--- src/rtl/regfile_sb.sv ---
// regfile_sb: dual-read register file with an ALU write port, a byte-enabled
// load-return write port and a per-register busy scoreboard for loads in flight.
// Register 0 is hardwired to zero and can never be marked busy.
module regfile_sb #(
    parameter int DATA_W = 32,
    parameter int ADDR_W = 5,
    parameter int BYPASS = 1
) (
    input  logic                  clk,
    input  logic                  reset,

    input  logic [ADDR_W-1:0]     reg1_pi,
    input  logic [ADDR_W-1:0]     reg2_pi,
    output logic [DATA_W-1:0]     operand1_po,
    output logic [DATA_W-1:0]     operand2_po,
    output logic                  busy1_po,
    output logic                  busy2_po,
    output logic                  stall_po,

    input  logic [ADDR_W-1:0]     destReg_pi,
    input  logic                  we_i,
    input  logic [DATA_W-1:0]     writeData_pi,

    input  logic [ADDR_W-1:0]     ldReg_pi,
    input  logic                  ld_we_i,
    input  logic [DATA_W/8-1:0]   ld_be_pi,
    input  logic [DATA_W-1:0]     ldData_pi,

    input  logic                  issue_i,
    input  logic [ADDR_W-1:0]     issueReg_pi,

    output logic [ADDR_W:0]       pending_cnt_po,
    output logic                  err_po
);

    localparam int NUM_REGS = 2 ** ADDR_W;
    localparam int NUM_B    = DATA_W / 8;
    localparam logic [ADDR_W:0] CNT_ONE = {{ADDR_W{1'b0}}, 1'b1};

    logic [DATA_W-1:0]   regs_q [NUM_REGS];
    logic [NUM_REGS-1:0] busy_q;
    logic [NUM_REGS-1:0] busy_d;
    logic [ADDR_W:0]     cnt_q;
    logic [ADDR_W:0]     cnt_d;
    logic                err_q;

    logic                a_wr;
    logic                b_wr;
    logic                ab_same;
    logic [DATA_W-1:0]   b_merged;

    logic                issue_set;
    logic                ld_clr;
    logic                set_clr_same;
    logic                cnt_inc;
    logic                cnt_dec;
    logic                waw_hit;

    // Replace only the enabled byte lanes of the old word.
    function automatic logic [DATA_W-1:0] byte_merge(
        input logic [DATA_W-1:0] old_w,
        input logic [DATA_W-1:0] new_w,
        input logic [NUM_B-1:0]  be
    );
        logic [DATA_W-1:0] res;
        res = old_w;
        for (int b = 0; b < NUM_B; b++) begin
            if (be[b]) begin
                res[b*8 +: 8] = new_w[b*8 +: 8];
            end
        end
        return res;
    endfunction

    // Qualify write/issue requests; anything aimed at register 0 is dropped here.
    always_comb begin
        a_wr         = we_i && (destReg_pi != '0);
        b_wr         = ld_we_i && (ldReg_pi != '0);
        ab_same      = a_wr && b_wr && (destReg_pi == ldReg_pi);
        b_merged     = byte_merge(regs_q[ldReg_pi], ldData_pi, ld_be_pi);
        issue_set    = issue_i && (issueReg_pi != '0);
        ld_clr       = b_wr;
        set_clr_same = issue_set && ld_clr && (issueReg_pi == ldReg_pi);
    end

    // Register storage; port A is applied last so it overrides port B on a collision.
    always_ff @(posedge clk or negedge reset) begin
        if (!reset) begin
            for (int i = 0; i < NUM_REGS; i++) begin
                regs_q[i] <= '0;
            end
        end else begin
            if (b_wr && !ab_same) begin
                regs_q[ldReg_pi] <= b_merged;
            end
            if (a_wr) begin
                regs_q[destReg_pi] <= writeData_pi;
            end
        end
    end

    // Next busy vector: load return clears, issue sets, and set wins on the same register.
    always_comb begin
        busy_d = busy_q;
        if (ld_clr) begin
            busy_d[ldReg_pi] = 1'b0;
        end
        if (issue_set) begin
            busy_d[issueReg_pi] = 1'b1;
        end
        busy_d[0] = 1'b0;
    end

    // Pending count tracks busy bit transitions, so it moves by at most one per cycle.
    always_comb begin
        cnt_inc = issue_set && !busy_q[issueReg_pi];
        cnt_dec = ld_clr && busy_q[ldReg_pi] && !set_clr_same;
        waw_hit = issue_set && busy_q[issueReg_pi] && !set_clr_same;
        cnt_d   = cnt_q;
        case ({cnt_inc, cnt_dec})
            2'b10:   cnt_d = cnt_q + CNT_ONE;
            2'b01:   cnt_d = cnt_q - CNT_ONE;
            default: cnt_d = cnt_q;
        endcase
    end

    // Scoreboard state: busy bits, pending count and the sticky issue-over-busy error.
    always_ff @(posedge clk or negedge reset) begin
        if (!reset) begin
            busy_q <= '0;
            cnt_q  <= '0;
            err_q  <= 1'b0;
        end else begin
            busy_q <= busy_d;
            cnt_q  <= cnt_d;
            if (waw_hit) begin
                err_q <= 1'b1;
            end
        end
    end

    // Read port 1: stored value, optionally forwarded from this cycle's writes.
    always_comb begin
        operand1_po = '0;
        if (reset && (reg1_pi != '0)) begin
            operand1_po = regs_q[reg1_pi];
            if (BYPASS != 0) begin
                if (a_wr && (destReg_pi == reg1_pi)) begin
                    operand1_po = writeData_pi;
                end else if (b_wr && (ldReg_pi == reg1_pi)) begin
                    operand1_po = b_merged;
                end
            end
        end
    end

    // Read port 2: same forwarding rules as port 1.
    always_comb begin
        operand2_po = '0;
        if (reset && (reg2_pi != '0)) begin
            operand2_po = regs_q[reg2_pi];
            if (BYPASS != 0) begin
                if (a_wr && (destReg_pi == reg2_pi)) begin
                    operand2_po = writeData_pi;
                end else if (b_wr && (ldReg_pi == reg2_pi)) begin
                    operand2_po = b_merged;
                end
            end
        end
    end

    // Busy outputs: a load returning this cycle already satisfies the reader when bypassing.
    always_comb begin
        busy1_po = reset && busy_q[reg1_pi];
        busy2_po = reset && busy_q[reg2_pi];
        if ((BYPASS != 0) && ld_we_i && (ldReg_pi == reg1_pi)) begin
            busy1_po = 1'b0;
        end
        if ((BYPASS != 0) && ld_we_i && (ldReg_pi == reg2_pi)) begin
            busy2_po = 1'b0;
        end
        stall_po       = busy1_po || busy2_po;
        pending_cnt_po = cnt_q;
        err_po         = err_q;
    end

endmodule

--- config.mk ---
export PLATFORM = sky130hd
export DESIGN_NAME = regfile_sb
export DESIGN_NICKNAME = d
export VERILOG_FILES = /design/src/rtl/regfile_sb.sv
export SDC_FILE = /design/constraint.sdc
export NUM_CORES = 2
export LEC_CHECK = 0
export BUFFER_PORTS_ARGS = -buffer_cell sky130_fd_sc_hd__buf_2
export CORE_UTILIZATION = 24
export CTS_CLUSTER_SIZE = 14
export DETAILED_ROUTE_END_ITERATION = 6
export PLACE_DENSITY = 0.37
export REMOVE_ABC_BUFFERS = 1
export SYNTH_ARGS = -nofsm -noshare
export SYNTH_HDL_FRONTEND = slang
export SYNTH_SLANG_ARGS = --single-unit
--- constraint.sdc ---
create_clock -name clk -period 5.1 [get_ports clk]
set_clock_uncertainty 0.2 [all_clocks]
set_input_delay 1.275 -clock clk [delete_from_list [all_inputs] [get_ports clk]]
set_output_delay 1.275 -clock clk [all_outputs]
set_load 0.01 [all_outputs]
==> metrics.txt <==
largest net degree at the start of global routing=135; Port Buffers=171; Cell Area, Synth=77,100 um^2; fin cells=13,564; die area=324,000 um^2; GRT met1 Usage=43.1%; top_reg_cell synth=dfrtp_1; sequential share of power=36.8%; dominant cells by area after synthesis=dfrtp_1 (34%), mux4_2 (15%), a21oi_1 (8.8%); CTS tree=built; GR peak layer=met2; Seq/Total Area, Yosys=34.5%; Slew headroom=5.02%; met3 track demand over resource=8.12%; Hold Buf Count CTS=0; Total Wirelength=555 mm; std cell rows=207; maxcap violations=0; clock root cell=clkbuf_16; violated checks=setup timing; Final setup violation count=55; Global Route Usage Sum=33.2%; global-route wire length before repair=736 mm; dpl hpwl=381 mm; Lkg Pwr=41.2 nW; Max Freq=187 MHz; Clk pin slew, worst setup/hold paths=0.05 ns; First-pass DRT Iterations=7; layout cells sized above 1=29.9%; grt met2 use=49.3%; EDFF count, synth=0; Crit Path Class=primary input to output pin; Hold Path Class=primary input to async pin; Starting DRT DRC Count=12,545; switching power total=0.0142 W; Clock Tree Buf Depth=4; Yosys cell types=101; Syn Area/Cell=9.08 um^2; latest clock arrival within the worst-skew pair=0.88 ns; area fraction of the dominant cell type after synthesis=34.5%; status=complete, but fails checks; multi-input logic area=48,500 um^2; die height=569 um; IO Pins=172; FF+latch area=26,600 um^2; Comb power frac=33.8%; Mapped Cells=8,490; period utilization=105%; Reg2Reg Depth=14; TritonCTS Buffers=151; Required @ worst endpoint=3.62 ns; Worst Path Max Fanout=12; Vias=83,990; grt ovf=0; CP Launch Type=primary input; post-synthesis register bit count=1,062; reg2reg end=pending_cnt_po[5]$_DFFE_PN0P_; Initial Util=24.2%; synthesis-to-layout area growth=30.8%; P_int=0.0233 W; Clk pwr share=29.3%; Post-route DRC=0; flop-to-flop setup slack=1.36 ns; sw frac=37.8%; filler instances=32,883; actual slew at the worst max-slew pin=1.42 ns; H-Tree Depth=4; Min Clock Period, post-route=5.35 ns; initial antenna violation count=47; Final Hold Fails=0; RSZ-0062 raised after global routing=yes; Final GP Congestion=0.995; Final ANT Viol Nets=0; CP endpoint kind=output pin; PwrDens=372 nW/um^2; hold slack=0.0570 ns; NumNets Final=9,266; synth warn=0; worst setup margin=-0.249 ns; Max IR drop VDD=0.423 mV; worst r2r src=busy_q[7]$_DFF_PN0_; number of global-route vias before repair=80,136; DR WL/cell=40.9 um; DP Cell Count=13,146; Core Area=319,000 um^2; drt via density=6.19; CTS sink count=1,062; fin. max-slew vios=0; share of flip-flops with an asynchronous set or reset=100%; chip width=569 um; cell taking the most area after synthesis=dfrtp_1; worst path arrival time=3.87 ns
-- worst max-delay path: stages --
cell and delay, ns:
buf_16 0.15, buf_12 0.16, buf_16 0.17, buf_6 0.15
nand2_2 0.07, o21ai_2 0.06, nand4_1 0.24, nand3_2 0.14
buf_12 0.18, or4b_2 0.68, o211ai_1 0.30, buf_2 0.24
-- routing by layer --
layer	wire [um]	share of wire, %
met2	236000	42
met3	60700	11
met5	103	0.019
met4	41800	7.5
met1	216000	39
-- layout make-up --
type | instances | share of cell area (%)
inverters | 30 | 0.123
well taps | 4284 | 5.31
clock inverters | 43 | 0.549
clock buffers | 211 | 4.24
diodes | 17 | 0.0422
repair buffers | 1504 | 15.3
multi-input cells | 6413 | 48.0
flip-flops and latches | 1062 | 26.3
-- per-stage QoR --
| stage | total power, W | setup TNS, ns | worst slack, ns | cell area (um^2) | util [%] |
|---|---|---|---|---|---|
| floorplan | 0.0193 | -20.24 | -1.14 | 72400 | - |
| global placement | 0.0253 | -32.82 | -1.49 | 91500 | 28.7 |
| detailed placement | 0.0255 | -31.17 | -1.50 | 91500 | 28.7 |
| CTS | 0.0370 | -5.62 | -0.226 | 99700 | 31.3 |
| global route | 0.0387 | -5.89 | -0.228 | 101000 | 31.6 |
| finish | 0.0375 | -5.73 | -0.249 | 101000 | 31.6 |
-- cell usage in the layout (no fill, tap or decap), types with 35 or more instances in the layout --
master and instances:
clkbuf_16 154, nand3_1 295, nor2_4 73, dfrtp_1 1062, o22ai_1 74, buf_6 112, nand2_2 47, a22oi_1 174
buf_12 255, a21oi_1 1343, a221oi_1 87, o21ai_0 204, buf_4 960, a31oi_1 119, or2_2 37, nand2b_1 62
o221ai_1 84, nor2_1 732, clkbuf_1 35, nand2_1 1255, buf_2 119, mux4_2 538, mux2i_1 556, a2bb2oi_1 37
-- registers in the layout (all words and copies together), names as in the netlist --
name and count:
busy_q 31, err_po 1, pending_cnt_po 6, regs_q 1024
-- power by group through the flow --
stage | Clock, W | Combinational, W | Sequential [W]
after floorplan | 0 | 0.00692 | 0.0124
after global placement | 0 | 0.0116 | 0.0137
after detailed placement | 0 | 0.0117 | 0.0138
after CTS | 0.0111 | 0.0123 | 0.0136
after global routing | 0.0114 | 0.0133 | 0.0140
final | 0.0110 | 0.0127 | 0.0138
-- cell families (layout without fill, tap and decap cells) --
logic type                 Yosys count  count (layout)  synth area share [%]
AOI/OAI and AO/OA                 2478            2478                  19.6
muxes                             1153            1153                  24.1
adders and majority gates            6               6                 0.107
other                                0              17                     0
buffers and inverters             1015            1788                  6.22
DFF                               1062            1062                  34.5
xor gates and xnor gates            33              33                 0.375
and+or+nand+nor                   2743            2743                  15.1
-- how the worst max path moves through the flow --
stage                      from         endpoint  slack, ns
CTS                 ldReg_pi[0]  operand1_po[25]      -0.23
floorplan           ldReg_pi[3]  operand1_po[25]      -1.14
detailed placement  ldReg_pi[0]   operand2_po[7]      -1.50
finish              ldReg_pi[0]  operand2_po[15]      -0.25
global placement     reg1_pi[2]   operand1_po[2]      -1.49
global route        ldReg_pi[0]   operand2_po[9]      -0.23
-- synthesized netlist by cell type (all sizes together), types with 7 or more instances --
cell type,n
nand4,13
and3,24
o22ai,85
a221o,19
or2,42
nor3b,12
nor2b,27
or4,9
clkbuf,600
o211ai,14
o31ai,19
inv,26
a221oi,122
nand2,1312
a21o,24
buf,377
o221ai,99
a2111oi,14
nor4,9
a21oi,1357
mux4,555
o21a,26
a211o,9
or4b,9
a31oi,122
o21ai,232
dfrtp,1062
and2,28
nand2b,63
xor2,8
mux2,34
a22o,15
a22oi,197
xnor2,25
a211oi,20
mux2i,564
nand3b,7
dlygate4sd1,8
nand3,303
nor2,814
o32ai,7
nor3,49
a32oi,22
a2bb2oi,39
-- repair_timing --
| item | CTS | global route |
|---|---|---|
| gates resized for setup | 418 | 188 |
| endpoints found under the hold margin | 0 | 0 |
| gates cloned | 15 | 1 |
| pin swaps | 112 | 96 |
| setup endpoints to repair | 66 | 65 |
| setup buffers | 103 | 53 |
(Power assumes the default switching activity.)
